File: src/rtl/serial_adder_if.sv
// Handshake/operand bundle for serial_adder.
// The ovf signal exists only when SERIAL_ADDER_OVF_EN is defined.
interface serial_adder_if #(
    parameter int WIDTH = 8
);
    logic             start;
    logic [WIDTH-1:0] a;
    logic [WIDTH-1:0] b;
    logic             cin;
    logic             busy;
    logic             done;
    logic [WIDTH-1:0] sum;
    logic             co;
`ifdef SERIAL_ADDER_OVF_EN
    logic             ovf;

    modport master (output start, a, b, cin, input busy, done, sum, co, ovf);
    modport slave  (input start, a, b, cin, output busy, done, sum, co, ovf);
`else
    modport master (output start, a, b, cin, input busy, done, sum, co);
    modport slave  (input start, a, b, cin, output busy, done, sum, co);
`endif
endinterface

File: src/rtl/serial_adder.sv
// Bit-serial WIDTH-bit adder: one fullAdder bit per clock, LSB first, carry held in a flop.
// Optional signed overflow output enabled by defining SERIAL_ADDER_OVF_EN.
module fullAdder (
    input  logic a,
    input  logic b,
    input  logic cin,
    output logic sum,
    output logic co
);
    assign sum = a ^ b ^ cin;
    assign co  = (a & b) | (cin & (a ^ b));
endmodule

module serial_adder #(
    parameter int WIDTH = 8
) (
    input  logic           clk,
    input  logic           reset_n,
    serial_adder_if.slave  bus
);
    localparam int CNT_W = $clog2(WIDTH + 1);
    localparam logic [CNT_W-1:0] LAST = CNT_W'(WIDTH - 1);

    typedef enum logic [1:0] {IDLE, SHIFT, DONE} state_t;

    state_t           state_q, state_d;
    logic [WIDTH-1:0] sa_q, sa_d, sb_q, sb_d, ps_q, ps_d, sum_q, sum_d;
    logic             c_q, c_d, co_q, co_d;
    logic [CNT_W-1:0] cnt_q, cnt_d;
    logic             busy_q, busy_d, done_q, done_d;
    logic             fa_sum, fa_co;
`ifdef SERIAL_ADDER_OVF_EN
    logic             ovf_q, ovf_d;
`endif

    fullAdder fa (
        .a   (sa_q[0]),
        .b   (sb_q[0]),
        .cin (c_q),
        .sum (fa_sum),
        .co  (fa_co)
    );

    always_comb begin
        state_d = state_q;
        sa_d    = sa_q;
        sb_d    = sb_q;
        ps_d    = ps_q;
        c_d     = c_q;
        cnt_d   = cnt_q;
        sum_d   = sum_q;
        co_d    = co_q;
`ifdef SERIAL_ADDER_OVF_EN
        ovf_d   = ovf_q;
`endif
        case (state_q)
            IDLE: begin
                if (bus.start) begin
                    sa_d    = bus.a;
                    sb_d    = bus.b;
                    c_d     = bus.cin;
                    cnt_d   = '0;
                    ps_d    = '0;
                    state_d = SHIFT;
                end
            end
            SHIFT: begin
                ps_d  = {fa_sum, ps_q[WIDTH-1:1]};
                sa_d  = sa_q >> 1;
                sb_d  = sb_q >> 1;
                c_d   = fa_co;
                cnt_d = cnt_q + CNT_W'(1);
                if (cnt_q == LAST) begin
                    state_d = DONE;
                    sum_d   = {fa_sum, ps_q[WIDTH-1:1]};
                    co_d    = fa_co;
`ifdef SERIAL_ADDER_OVF_EN
                    // c_q is the carry into the MSB on this last bit
                    ovf_d   = c_q ^ fa_co;
`endif
                end
            end
            DONE:    state_d = IDLE;
            default: state_d = IDLE;
        endcase
        // Status flops track the next state so busy/done come straight from registers
        busy_d = (state_d != IDLE);
        done_d = (state_d == DONE);
    end

    always_ff @(posedge clk or negedge reset_n) begin
        if (!reset_n) begin
            state_q <= IDLE;
            sa_q    <= '0;
            sb_q    <= '0;
            ps_q    <= '0;
            c_q     <= 1'b0;
            cnt_q   <= '0;
            sum_q   <= '0;
            co_q    <= 1'b0;
            busy_q  <= 1'b0;
            done_q  <= 1'b0;
`ifdef SERIAL_ADDER_OVF_EN
            ovf_q   <= 1'b0;
`endif
        end else begin
            state_q <= state_d;
            sa_q    <= sa_d;
            sb_q    <= sb_d;
            ps_q    <= ps_d;
            c_q     <= c_d;
            cnt_q   <= cnt_d;
            sum_q   <= sum_d;
            co_q    <= co_d;
            busy_q  <= busy_d;
            done_q  <= done_d;
`ifdef SERIAL_ADDER_OVF_EN
            ovf_q   <= ovf_d;
`endif
        end
    end

    assign bus.busy = busy_q;
    assign bus.done = done_q;
    assign bus.sum  = sum_q;
    assign bus.co   = co_q;
`ifdef SERIAL_ADDER_OVF_EN
    assign bus.ovf  = ovf_q;
`endif
endmodule

File: src/flat_wrapper.sv
// flat-port wrapper written by rule: the top's interface ports become plain ports
module serial_adder_flat 
#(
    parameter int WIDTH = 8
)
  (clk, reset_n, bus_start, bus_a, bus_b, bus_cin, bus_busy, bus_done, bus_sum, bus_co);
  serial_adder_if #(.WIDTH(WIDTH)) bus_i ();
  input  logic clk;
  input  logic reset_n;
  input wire logic [$bits(bus_i.start)-1:0] bus_start;
  input wire logic [$bits(bus_i.a)-1:0] bus_a;
  input wire logic [$bits(bus_i.b)-1:0] bus_b;
  input wire logic [$bits(bus_i.cin)-1:0] bus_cin;
  output wire logic [$bits(bus_i.busy)-1:0] bus_busy;
  output wire logic [$bits(bus_i.done)-1:0] bus_done;
  output wire logic [$bits(bus_i.sum)-1:0] bus_sum;
  output wire logic [$bits(bus_i.co)-1:0] bus_co;
  assign bus_i.start = bus_start;
  assign bus_i.a = bus_a;
  assign bus_i.b = bus_b;
  assign bus_i.cin = bus_cin;
  assign bus_busy = bus_i.busy;
  assign bus_done = bus_i.done;
  assign bus_sum = bus_i.sum;
  assign bus_co = bus_i.co;
  serial_adder #(.WIDTH(WIDTH)) u_core (.clk(clk), .reset_n(reset_n), .bus(bus_i));
endmodule
File: config.mk
export PLATFORM = sky130hd
export DESIGN_NAME = serial_adder_flat
export DESIGN_NICKNAME = d
export VERILOG_FILES = /design/src/rtl/serial_adder_if.sv /design/src/rtl/serial_adder.sv /design/src/flat_wrapper.sv
export SDC_FILE = /design/constraint.sdc
export NUM_CORES = 1
export LEC_CHECK = 0
export CORE_MARGIN = 2
export CORE_UTILIZATION = 50
export CTS_CLUSTER_DIAMETER = 200
export DETAILED_ROUTE_END_ITERATION = 6
export PLACE_DENSITY = 0.76
export SYNTH_ARGS = -nofsm -noshare
export SYNTH_HDL_FRONTEND = slang
export SYNTH_SLANG_ARGS = --single-unit
File: constraint.sdc
create_clock -name clk -period 1.7 [get_ports clk]
set_input_delay 0.255 -clock clk [delete_from_list [all_inputs] [get_ports clk]]
set_output_delay 0.255 -clock clk [all_outputs]
set_load 0.01 [all_outputs]
Word level (Yosys, flattened, before mapping)
Cells that the tools add are included.
- output and inout port bits: 11
- flip-flop bits (word level): 42
- input bits: 20
- reduce and logical (&&, ||, !) cells: 5
- add/sub/neg operators: 1
- equality and inequality tests: 4
- muxes and demuxes: 13
- bitwise operators: 5
- operators by type and width (cell ; number):
    case mux 8 bit (2 select lines) ; 3
    2-to-1 mux 8 bit ; 3
    case mux 4 bit (2 select lines) ; 1
    adder 4 x 1 -> 4 bit (second input constant) ; 1
    == test 4 x 3 -> 1 bit (second input constant) ; 1
    2-to-1 mux 2 bit ; 2
    2-to-1 mux 4 bit ; 1
    case mux 2 bit (2 select lines) ; 1
    AND reduction 2 bit ; 2
    nonzero test 2 bit ; 2
    bitwise AND 1 bit ; 2
    == test 2 x 1 -> 1 bit (second input constant) ; 1
    == test 2 bit (second input constant) ; 1
    logical NOT 2 bit ; 1
    != test 2 bit (second input constant) ; 1
    case mux 1 bit (2 select lines) ; 1
    bitwise XOR 1 bit ; 2
    2-to-1 mux 1 bit ; 1
    bitwise OR 1 bit ; 1

Depth between registers and ports, before layout
- depth after elaboration: 4
- gate-level depth with buffers: 5

Hierarchy
From an unflattened synthesis, not the netlist that was laid out.
- cell total of the unflattened synthesis: 158
- area total of the unflattened synthesis: 1806.7 um^2
- modules (own cells, without submodules) (module ; sequential area each (um^2) ; instances ; cells an instance ; area each (um^2)):
    serial_adder ; 1026.0 ; 1 ; 157 ; 1786.7
    fullAdder ; 0.0 ; 1 ; 1 ; 20.0

Worst setup path before layout
Ideal clock, no wire load.
- path kind: reg2reg
- start point: register u_core.cnt_q[0]
- end point: register u_core.sum_q[0] (netlist: u_core.bus.sum[0])
- data required time: 1575 ps
- setup slack: 173 ps
- data arrival time: 1402 ps
- cell stages (with the launch flop): 5
- library setup time: 125 ps
- period minus slack after synthesis: 1527 ps
- cells stage by stage: dfrtp_1 -> ha_1 -> nand2_2 -> nor3_4 -> mux2_2
- longest elaborated chain between the ends: 2
- ends and longest elaborated chain (item ; line ; RTL):
    start: declaration ; serial_adder.sv:29 ; logic [CNT_W-1:0] cnt_q, cnt_d;
    start signal: assignment ; serial_adder.sv:112 ; cnt_q <= cnt_d;
    == test 4 x 3 -> 1 bit ; serial_adder.sv:73 ; if (cnt_q == LAST) begin
    AND reduction 2 bit (no source line) ; -- ;
    end signal: assignment ; serial_adder.sv:113 ; sum_q <= sum_d;
    end: declaration ; serial_adder.sv:27 ; logic [WIDTH-1:0] sa_q, sa_d, sb_q, sb_d, ps_q, ps_d, sum_q, sum_d;
No other way between the ends.
A chain may end at the register's enable or synchronous reset.

Worst setup path in the final report
- start point: register u_core.sum_q[1] (netlist: u_core.bus.sum[1])
- end point: output port bus_sum[1]
- RTL lines (item ; line ; RTL):
    end: declaration ; flat_wrapper.sv:16 ; output wire logic [$bits(bus_i.sum)-1:0] bus_sum;
No word-level cell between the ends.

==> metrics.txt <==
Worst VDD drop approximately 0.0007 V; synth top area cells dfrtp_1 (57%), a22oi_1 (5.8%), nor2b_1 (5.5%); fin cells 246; critical path cell sequence clkdlybuf4s50_1; cells resized by post-CTS repair 0; Final Hold Vio Count 0; critical path type reg -> out; Slowest-stage cell, CP clkdlybuf4s50_1; Critical R2R Launch u_core.cnt_q[0]; Req. time, crit path 1440 ps; Pleak 0.9961 nW; CP top delay family buffers and inverters; Cell Area, Synth 1807 µm²; Fmax approximately 650 MHz; post-DP HPWL around 2600 µm; status complete, no violations; Setup TNS 0 ps; post-synth top area share between 50% and 60%; Final Net Count ~220; DR pass1 iterations 4; Gate Count Post-Synth 160; GRT Util Overall between 20% and 30%; CP arrival roughly 1300 ps; CORE AREA 3416 µm²; Async S/R FF share, synth 100.0%; DRC violations left 0; CTS Sinks just over 40; RSZ-0062 raised after global routing false; die area a little over 4000 µm²; GP Congestion between 0.7 and 0.8; Clock Tree Buf Depth 2; I/O pin total 31; Critical Path Source Type flop; initial antenna violation count 0; Distinct cells, synth 26; pwr/cell area 1542 nW/µm²; CTS tree built; slew margin rel. 67.00%; Max Clock Skew 20.82 ps; Post-synth EDFFs 0; CP Capture Type output pin; share of cells above drive strength 1 between 10% and 20%; DR iter-0 viols a little over 70; r2r endpoint u_core.bus.sum[5]; pre-CTS worst setup slack 71.07 ps; number of global-route vias before repair around 1400; clock root cell clkbuf_4; count leader, synth dfrtp_1; WP buf/inv 1; cts bufs inserted 5; area delta synth->final 27.56%; WP depth 1; htree depth 2; via count 1382; Mapped Nets about 180; clock slew at reported path FFs 120 ps; drt total wl 3802 µm; Fill cells 253; final worst path period need roughly 1500 ps; #FFs+latches synth ~40; wire per inst around 15 µm; largest stage delay on the critical path 540 ps; Setup WS post-layout 170.4 ps; Syn. warnings 0; largest area contributor in the netlist dfrtp_1; Die Wd 64.11 µm; Seq/Total Area, Yosys a little under three fifths; placed cell count between 200 and 250; ys flop type dfrtp_1; Final Max Slew Viols 0; GR Overflow Total 0; Cell Rows 21; first-pass GRT wire length ~6600 µm; worst slew pin tran 495.1 ps; mean area per synthesized cell between 10 and 15 µm²; Final period util about nine tenths; vias per cell 5.618; hold crit path type in -> async; max_cap viols 0; starting density of the core a little over half; r2r setup slk between 150 and 200 ps; peak fanout along the critical path 2; antenna cells 0; Clk Latency, worst-skew pair around 360 ps; Antenna Violating Nets Remaining 0; Post-synth top cells dfrtp_1 (41), o21ai_0 (19), nor2b_1 (16), a21oi_1 (15), a22oi_1 (14); worst reg2reg path depth 5; Port Buffers 30; largest net degree at the start of global routing 42; Die Y-Extent approximately 64 µm; final setup violation count 0
## flip-flops by register name, indices dropped and copies added, names as in the netlist
register         flops
u_core.sa_q          8
u_core.bus.co        1
u_core.bus.done      1
u_core.sb_q          8
u_core.ps_q          7
u_core.state_q       2
u_core.bus.sum       8
u_core.cnt_q         4
u_core.bus.busy      1
u_core.c_q           1
## worst max path at each step
stage,start,endpoint
floorplan,u_core.cnt_q[0],u_core.bus.sum[0]
global placement,u_core.cnt_q[0],u_core.bus.sum[5]
detailed placement,u_core.cnt_q[0],u_core.bus.sum[5]
CTS,u_core.cnt_q[0],u_core.bus.sum[4]
global route,u_core.cnt_q[0],u_core.bus.sum[5]
finish,u_core.bus.sum[1],bus_sum[1]
## cells in the final DEF, fill, tap and decap left out, drive strengths merged
cell	synthesis	final
nand2	6	6
nor2b	16	16
o21bai	1	1
mux2i	3	3
nor3	2	2
clkbuf	6	7
mux2	7	7
fa	1	1
nand3	1	1
a41oi	1	1
dfrtp	41	41
a22o	8	8
nor2	1	1
ha	1	1
a22oi	14	14
o21ai	19	19
a31oi	1	1
buf	4	12
dlygate4sd3	0	1
bufinv	0	1
a2bb2oi	4	4
a21oi	15	15
inv	6	6
nand2b	2	2
clkdlybuf4s50	0	29
## timing repair
action,CTS,global route
setup buffers,0,1
hold buffers,1,0
setup endpoints to repair,0,9
hold endpoints to repair,41,0
## layer usage
layer  vias up  part of all wire (%)  global-route usage (%)
met3        10                   3.3                   4.401
li1        653                     -                       -
met4         0                   2.5                   11.70
met1       689                    42                   29.93
met2        30                    52                   31.12
met5         -                     0                       0
## layout make-up
type	count	area, µm²	share of cell area, %
Multi-Input combinational cell	103	713.2	30.94
Sequential cell	41	1026	44.52
Tap cell	46	57.56	2.497
Clock inverter	1	30.03	1.303
Inverter	6	22.52	0.9772
Timing Repair Buffer	42	400.4	17.37
Clock buffer	7	55.05	2.389
## cells by family (layout without fill, tap and decap cells)
kind of cell	Yosys count	in the layout	synth area share, %
multiplexers	10	10	6.025
AND/OR/NAND/NOR	28	28	9.280
adder cells (fa/ha/maj)	2	2	1.800
buffers and inverters	16	56	3.739
AO/OA/AOI/OAI	63	63	22.37
flip-flops	41	41	56.79
## metrics by stage
stage               util, %  power (mW)  hold slack, ps  cell area [µm²]
finish                67.47       3.554           466.2             2305
global route          67.47       3.811           494.5             2305
CTS                   66.89       3.560           469.8             2285
detailed placement    64.10       2.893           340.8             2190
global placement      64.10       2.804           336.1             2190
floorplan                 -       2.327          -40.59             1807
## power breakdown
part           total [mW]  internal (mW)  switching, mW
Clock               0.663          0.351          0.312
Sequential           1.58           1.32          0.264
Combinational        1.31          0.706          0.602
Total                3.55           2.38           1.18
No activity file was read; power rests on OpenSTA's default activity.
